**config.mk**
```make
export PLATFORM = sky130hd
export DESIGN_NAME = sync_fifo_flags
export DESIGN_NICKNAME = d
export VERILOG_FILES = /design/src/rtl/sync_fifo_flags.sv
export SDC_FILE = /design/constraint.sdc
export NUM_CORES = 1
export LEC_CHECK = 0
export CAP_MARGIN = 20
export CORE_MARGIN = 2
export CORE_UTILIZATION = 60
export DETAILED_ROUTE_END_ITERATION = 10
export PLACE_DENSITY = 0.82
export SKIP_CTS_REPAIR_TIMING = 1
export SLEW_MARGIN = 5
export SYNTH_ARGS = -nofsm -noshare
export SYNTH_HDL_FRONTEND = slang
export SYNTH_SLANG_ARGS = --single-unit
```
**constraint.sdc**
```tcl
create_clock -name clk_i -period 5.1 [get_ports clk_i]
set_clock_uncertainty 0.2 [all_clocks]
set_input_delay 0.51 -clock clk_i [delete_from_list [all_inputs] [get_ports clk_i]]
set_output_delay 0.51 -clock clk_i [all_outputs]
set_load 0.005 [all_outputs]
```
**src/rtl/sync_fifo_flags.sv**
```systemverilog
// Synchronous FIFO with fill-level count, almost-full/almost-empty flags,
// synchronous flush and registered overflow/underflow pulses. The read port
// is either first-word-fall-through (FWFT=1) or registered with one cycle of
// latency (FWFT=0).
module sync_fifo_flags #(
    parameter int DATA_WIDTH    = 32,
    parameter int FIFO_DEPTH    = 32,
    parameter int FWFT          = 1,
    parameter int AFULL_THRESH  = 28,
    parameter int AEMPTY_THRESH = 4
) (
    input  logic                          clk_i,
    input  logic                          rst_i,
    input  logic                          flush_i,
    input  logic                          write_i,
    input  logic [DATA_WIDTH-1:0]         wr_data_i,
    input  logic                          read_i,
    output logic [DATA_WIDTH-1:0]         rd_data_o,
    output logic                          full_o,
    output logic                          empty_o,
    output logic                          almost_full_o,
    output logic                          almost_empty_o,
    output logic [$clog2(FIFO_DEPTH):0]   count_o,
    output logic                          overflow_o,
    output logic                          underflow_o
);

    localparam int AW = $clog2(FIFO_DEPTH);

    // Reject configurations the pointer arithmetic and flag decode cannot honour.
    if ((FIFO_DEPTH < 2) || ((FIFO_DEPTH & (FIFO_DEPTH - 1)) != 0)) begin : g_bad_depth
        $error("sync_fifo_flags: FIFO_DEPTH must be a power of two and >= 2");
    end
    if ((AFULL_THRESH < 1) || (AFULL_THRESH > FIFO_DEPTH)) begin : g_bad_afull
        $error("sync_fifo_flags: AFULL_THRESH must lie in 1..FIFO_DEPTH");
    end
    if ((AEMPTY_THRESH < 0) || (AEMPTY_THRESH > FIFO_DEPTH - 1)) begin : g_bad_aempty
        $error("sync_fifo_flags: AEMPTY_THRESH must lie in 0..FIFO_DEPTH-1");
    end

    localparam logic [AW:0] AFULL_LVL  = AFULL_THRESH[AW:0];
    localparam logic [AW:0] AEMPTY_LVL = AEMPTY_THRESH[AW:0];
    localparam logic [AW:0] PTR_ONE    = 1;

    logic [DATA_WIDTH-1:0] mem [FIFO_DEPTH];
    logic [AW:0]           wr_ptr;
    logic [AW:0]           rd_ptr;
    logic [AW-1:0]         wr_addr;
    logic [AW-1:0]         rd_addr;
    logic                  wr_acc;
    logic                  rd_acc;

    assign wr_addr = wr_ptr[AW-1:0];
    assign rd_addr = rd_ptr[AW-1:0];

    // Status decodes only the registered pointers, so a same-cycle request
    // can never influence the flags it is qualified against.
    assign empty_o        = (wr_ptr == rd_ptr);
    assign full_o         = (wr_ptr[AW] != rd_ptr[AW]) && (wr_addr == rd_addr);
    assign count_o        = wr_ptr - rd_ptr;
    assign almost_full_o  = (count_o >= AFULL_LVL);
    assign almost_empty_o = (count_o <= AEMPTY_LVL);

    assign wr_acc = write_i && !full_o;
    assign rd_acc = read_i && !empty_o;

    // Pointer update: flush wins over any request in the same cycle.
    always_ff @(posedge clk_i or posedge rst_i) begin
        // NOTE: state flops use non-blocking assignments so every flop samples
        // pre-edge values regardless of statement order.
        if (rst_i) begin
            wr_ptr <= '0;
            rd_ptr <= '0;
        end else if (flush_i) begin
            wr_ptr <= '0;
            rd_ptr <= '0;
        end else begin
            if (wr_acc) wr_ptr <= wr_ptr + PTR_ONE;
            if (rd_acc) rd_ptr <= rd_ptr + PTR_ONE;
        end
    end

    // Storage write for accepted words.
    always_ff @(posedge clk_i) begin
        // NOTE: the array has no reset; clearing it would turn RAM into flops,
        // and stale words are unreachable once the pointers are reset.
        if (wr_acc && !flush_i) mem[wr_addr] <= wr_data_i;
    end

    // Error pulses: one cycle per offending request, suppressed by flush.
    always_ff @(posedge clk_i or posedge rst_i) begin
        if (rst_i) begin
            overflow_o  <= 1'b0;
            underflow_o <= 1'b0;
        end else if (flush_i) begin
            overflow_o  <= 1'b0;
            underflow_o <= 1'b0;
        end else begin
            overflow_o  <= write_i && full_o;
            underflow_o <= read_i && empty_o;
        end
    end

    if (FWFT != 0) begin : g_fwft
        // Head word is presented directly; meaningless while empty.
        assign rd_data_o = mem[rd_addr];
    end else begin : g_std
        // Registered read: capture the head word on each accepted read and
        // hold it otherwise, including across a flush.
        always_ff @(posedge clk_i or posedge rst_i) begin
            if (rst_i)                    rd_data_o <= '0;
            else if (rd_acc && !flush_i)  rd_data_o <= mem[rd_addr];
        end
    end

endmodule

```
==> flow_metrics.py <==
metrics = {
    "critical_path": {
        "end_kind": "output port",
        "worstSetupStartpoint": "rd_ptr[0]",
        "crit_path_end": "rd_data_o[27]",
        "worstPathArrival_ns": 4.09,
        "r2r-start": "rd_ptr[2]",
        "critical_path_required_ns": 4.39,
        "worst-path-max-fanout": 54,
        "r2r-end": "mem[10][31]",
        "start_kind": "register",
        "rr_worst_depth": 9,
        "crit_type": "register to output port",
        "regToRegSetupSlack_ns": 1.20,
    },
    "pwr": {
        "p_sw_w": 0.00423,
        "internal-power_w": 0.0144,
        "seq_power_share_pct": 50.9,
        "clockPowerShare_pct": 37.9,
        "p_comb_share_pct": 11.2,
        "p_sw_share_pct": 22.8,
        "leakage_nw": 14.2,
        "ir_worst_vdd_mv": 0.349,
        "power.density_nw_per_um2": 403,
    },
    "placed_design": {
        "placed_area_um2": 42700,
        "dpl.hpwl_um": 52200,
        "gp_congestion": 0.845,
        "place_inst": 3000,
        "io_buffers": 80,
    },
    "synth": {
        "ys_ff_latch": 1038,
        "synthAdderAreaFrac_pct": 0.361,
        "synth_edf_count": 1024,
        "yosysWarnings": 0,
        "synth_compound_area_share_pct": 4.33,
        "synthMuxAreaShare_pct": 12.0,
        "synth-simple-area-share_pct": 4.27,
        "avgSynthCellArea_um2": 19.2,
        "synth.distinct_cells": 44,
        "synth_area_um2": 40200,
        "synthXorXnorAreaFrac_pct": 0.280,
        "synthesis.nets": 2142,
        "async_flop_share_pct": 1.35,
        "yosysSeqAreaShare_pct": 77.3,
        "synth_top_family_by_area": "multiplexers",
        "synth-main-ff-cell": "edfxtp_1",
        "synth_cells": 2094,
    },
    "drt": {
        "post_drt_wl_per_cell_um": 31.7,
        "wl_um": 101000,
        "vias_per_cell": 6.81,
        "postRouteAntennaNets": 0,
        "vias": 21800,
        "first_iter_violations": 3118,
        "drc": 0,
        "dr.pass1.iters": 6,
    },
    "finish": {
        "fin_util_pct": 69.7,
        "instances_no_fill": 3198,
        "final_nets": 2302,
        "area_growth_pct": 14.5,
        "layout-drive-gt1-share_pct": 17.3,
        "stdcell_area_um2": 46100,
    },
    "timing": {
        "period_minus_slack_ns": 4.80,
        "max_freq_ghz": 0.208,
        "drv_slew": 0,
        "relSlewSlack_pct": 23.1,
        "setup-tns-final_ns": 0,
        "fin_crit_sh_pct": 94.2,
        "worst_slew_pin_slew_ns": 1.15,
        "rsz0062_at_grt": "false",
        "setup_viol": 0,
        "final-hold-violation-count": 0,
    },
    "grt": {
        "first_global_vias": 22500,
        "grt_usage_pct": 29.6,
        "grt_remaining_overflow": 0,
        "grt_max_degree": 117,
        "antenna_found_initial": 2,
        "grt_pass1_wl_um": 148000,
    },
    "clock_tree": {
        "clk_pin_slew_ns": 0.06,
        "clockRootBuffer": "clkbuf_16",
        "clock-sinks": 1038,
        "ctsLongestPathBuffers": 3,
        "numCtsBuffers": 96,
        "clk_latency_ns": 0.64,
        "cts_htree_levels": 3,
        "cts_tree": "done",
    },
    "floorplan": {
        "start_util_pct": 60.9,
        "io_pins": 81,
        "die-area_um2": 69100,
        "fp.dieH_um": 263,
        "coreArea_um2": 66100,
        "fp.dieW_um": 263,
        "rows": 94,
    },
    "worst_hold_path": {
        "hp-class": "input pin to asynchronous set/reset pin",
    },
    "run_status": {
        "status": "finished, final reports clean",
    },
    "job": {
        "cap_violations": 0,
    },
}
-- worst min-delay path by stage --
stage               startpoint          to  slack, ns  cells after the start
finish                   rst_i   wr_ptr[5]       0.01                      2
global route             rst_i   rd_ptr[5]       0.05                      2
CTS                      rst_i  overflow_o     -0.002                      2
detailed placement   wr_ptr[5]   wr_ptr[5]       0.44                      2
global placement     wr_ptr[5]   wr_ptr[5]       0.43                      2
floorplan                rst_i  overflow_o       0.20                      1
-- through the flow --
step                      worst slack, ns  hold slack [ns]  total power [W]
after floorplan                      1.25            0.199           0.0110
after global placement               1.05            0.426           0.0116
after detailed placement            0.992            0.437           0.0117
after CTS                           0.269         -0.00179           0.0186
after global routing                0.197           0.0524           0.0191
final                               0.297           0.0134           0.0186
-- logic make-up after synthesis --
kind of cell | after synthesis
flops | 1038
mux | 322
simple gates | 311
compound gates | 275
buf+inv | 125
xor+xnor | 12
fa+ha+maj | 11
-- layout by cell type, fill, tap and decap left out, drive strengths merged, types with 2 or more instances in the layout --
master,n
o311ai,2
mux4,128
nand4,34
ha,10
nor4,3
nand3,68
nor2b,129
clkdlybuf4s50,79
or3,3
bufinv,8
a211oi,64
o31ai,3
o21ai,4
clkinv,39
nand3b,2
and3b,2
xor2,3
mux2i,194
a21oi,132
diode,2
dfrtp,14
inv,12
clkbuf,127
nand2,9
nor3,3
buf,96
xnor2,9
nor2,53
a22oi,64
edfxtp,1024
clkinvlp,2
-- cells in the mapped netlist (2+ instances only) --
library cell / instances / area, µm²
nand4_1: 34 / 213
mux4_2: 128 / 2880
and3b_1: 2 / 17.5
nor4_1: 3 / 18.8
nor2_2: 2 / 12.5
nand3b_1: 2 / 15.0
o311ai_0: 2 / 17.5
nand3_1: 68 / 340
ha_1: 10 / 125
nor2b_1: 129 / 807
o31ai_1: 2 / 15.0
a21oi_1: 132 / 661
buf_2: 32 / 160
mux2i_1: 194 / 1940
a211oi_1: 64 / 480
nor3_1: 3 / 15.0
xor2_1: 2 / 17.5
nor2_1: 51 / 191
or3_1: 3 / 18.8
a22oi_1: 64 / 480
inv_1: 10 / 37.5
buf_1: 6 / 22.5
o21ai_0: 4 / 20.0
buf_4: 22 / 165
dfrtp_1: 14 / 350
edfxtp_1: 1024 / 30700
clkbuf_1: 54 / 203
nand2_1: 9 / 33.8
xnor2_1: 9 / 78.8
-- final cells by class --
class / instances / area (µm²)
repair buffers: 176 / 1940
diodes: 2 / 5.00
multi-input cells: 931 / 8840
well taps: 864 / 1080
inverters: 11 / 41.3
clock inverters: 50 / 493
fillers: 3775 / 20000
clock buffers: 126 / 2580
flip-flops and latches: 1038 / 31100
-- metal layers --
layer	GRT usage (%)	part of all wire (%)	vias up
li1	-	-	8808
met3	5.16	10	327
met5	0	0.013	-
met1	37.7	34	11100
met4	15.8	5.4	2
met2	49.1	50	1540
-- sequential cells by signal, indices dropped and copies added (netlist names) --
register	flops
rd_ptr	6
mem	1024
overflow_o	1
underflow_o	1
wr_ptr	6
-- worst max-delay path: stages, from the launching register on --
cell and delay, ns:
dfrtp_4 0.77, buf_4 0.74, mux4_2 0.60, a21oi_1 0.42, nand4_1 0.34, clkdlybuf4s50_1 0.55
-- power by group through the flow --
| stage | clock network [W] | logic [W] | registers (W) |
|---|---|---|---|
| global placement | 0 | 0.00197 | 0.00964 |
| finish | 0.00705 | 0.00208 | 0.00946 |
| CTS | 0.00710 | 0.00206 | 0.00946 |
| global route | 0.00741 | 0.00221 | 0.00946 |
| detailed placement | 0 | 0.00202 | 0.00964 |
| floorplan | 0 | 0.00140 | 0.00960 |
(Power assumes the default switching activity.)
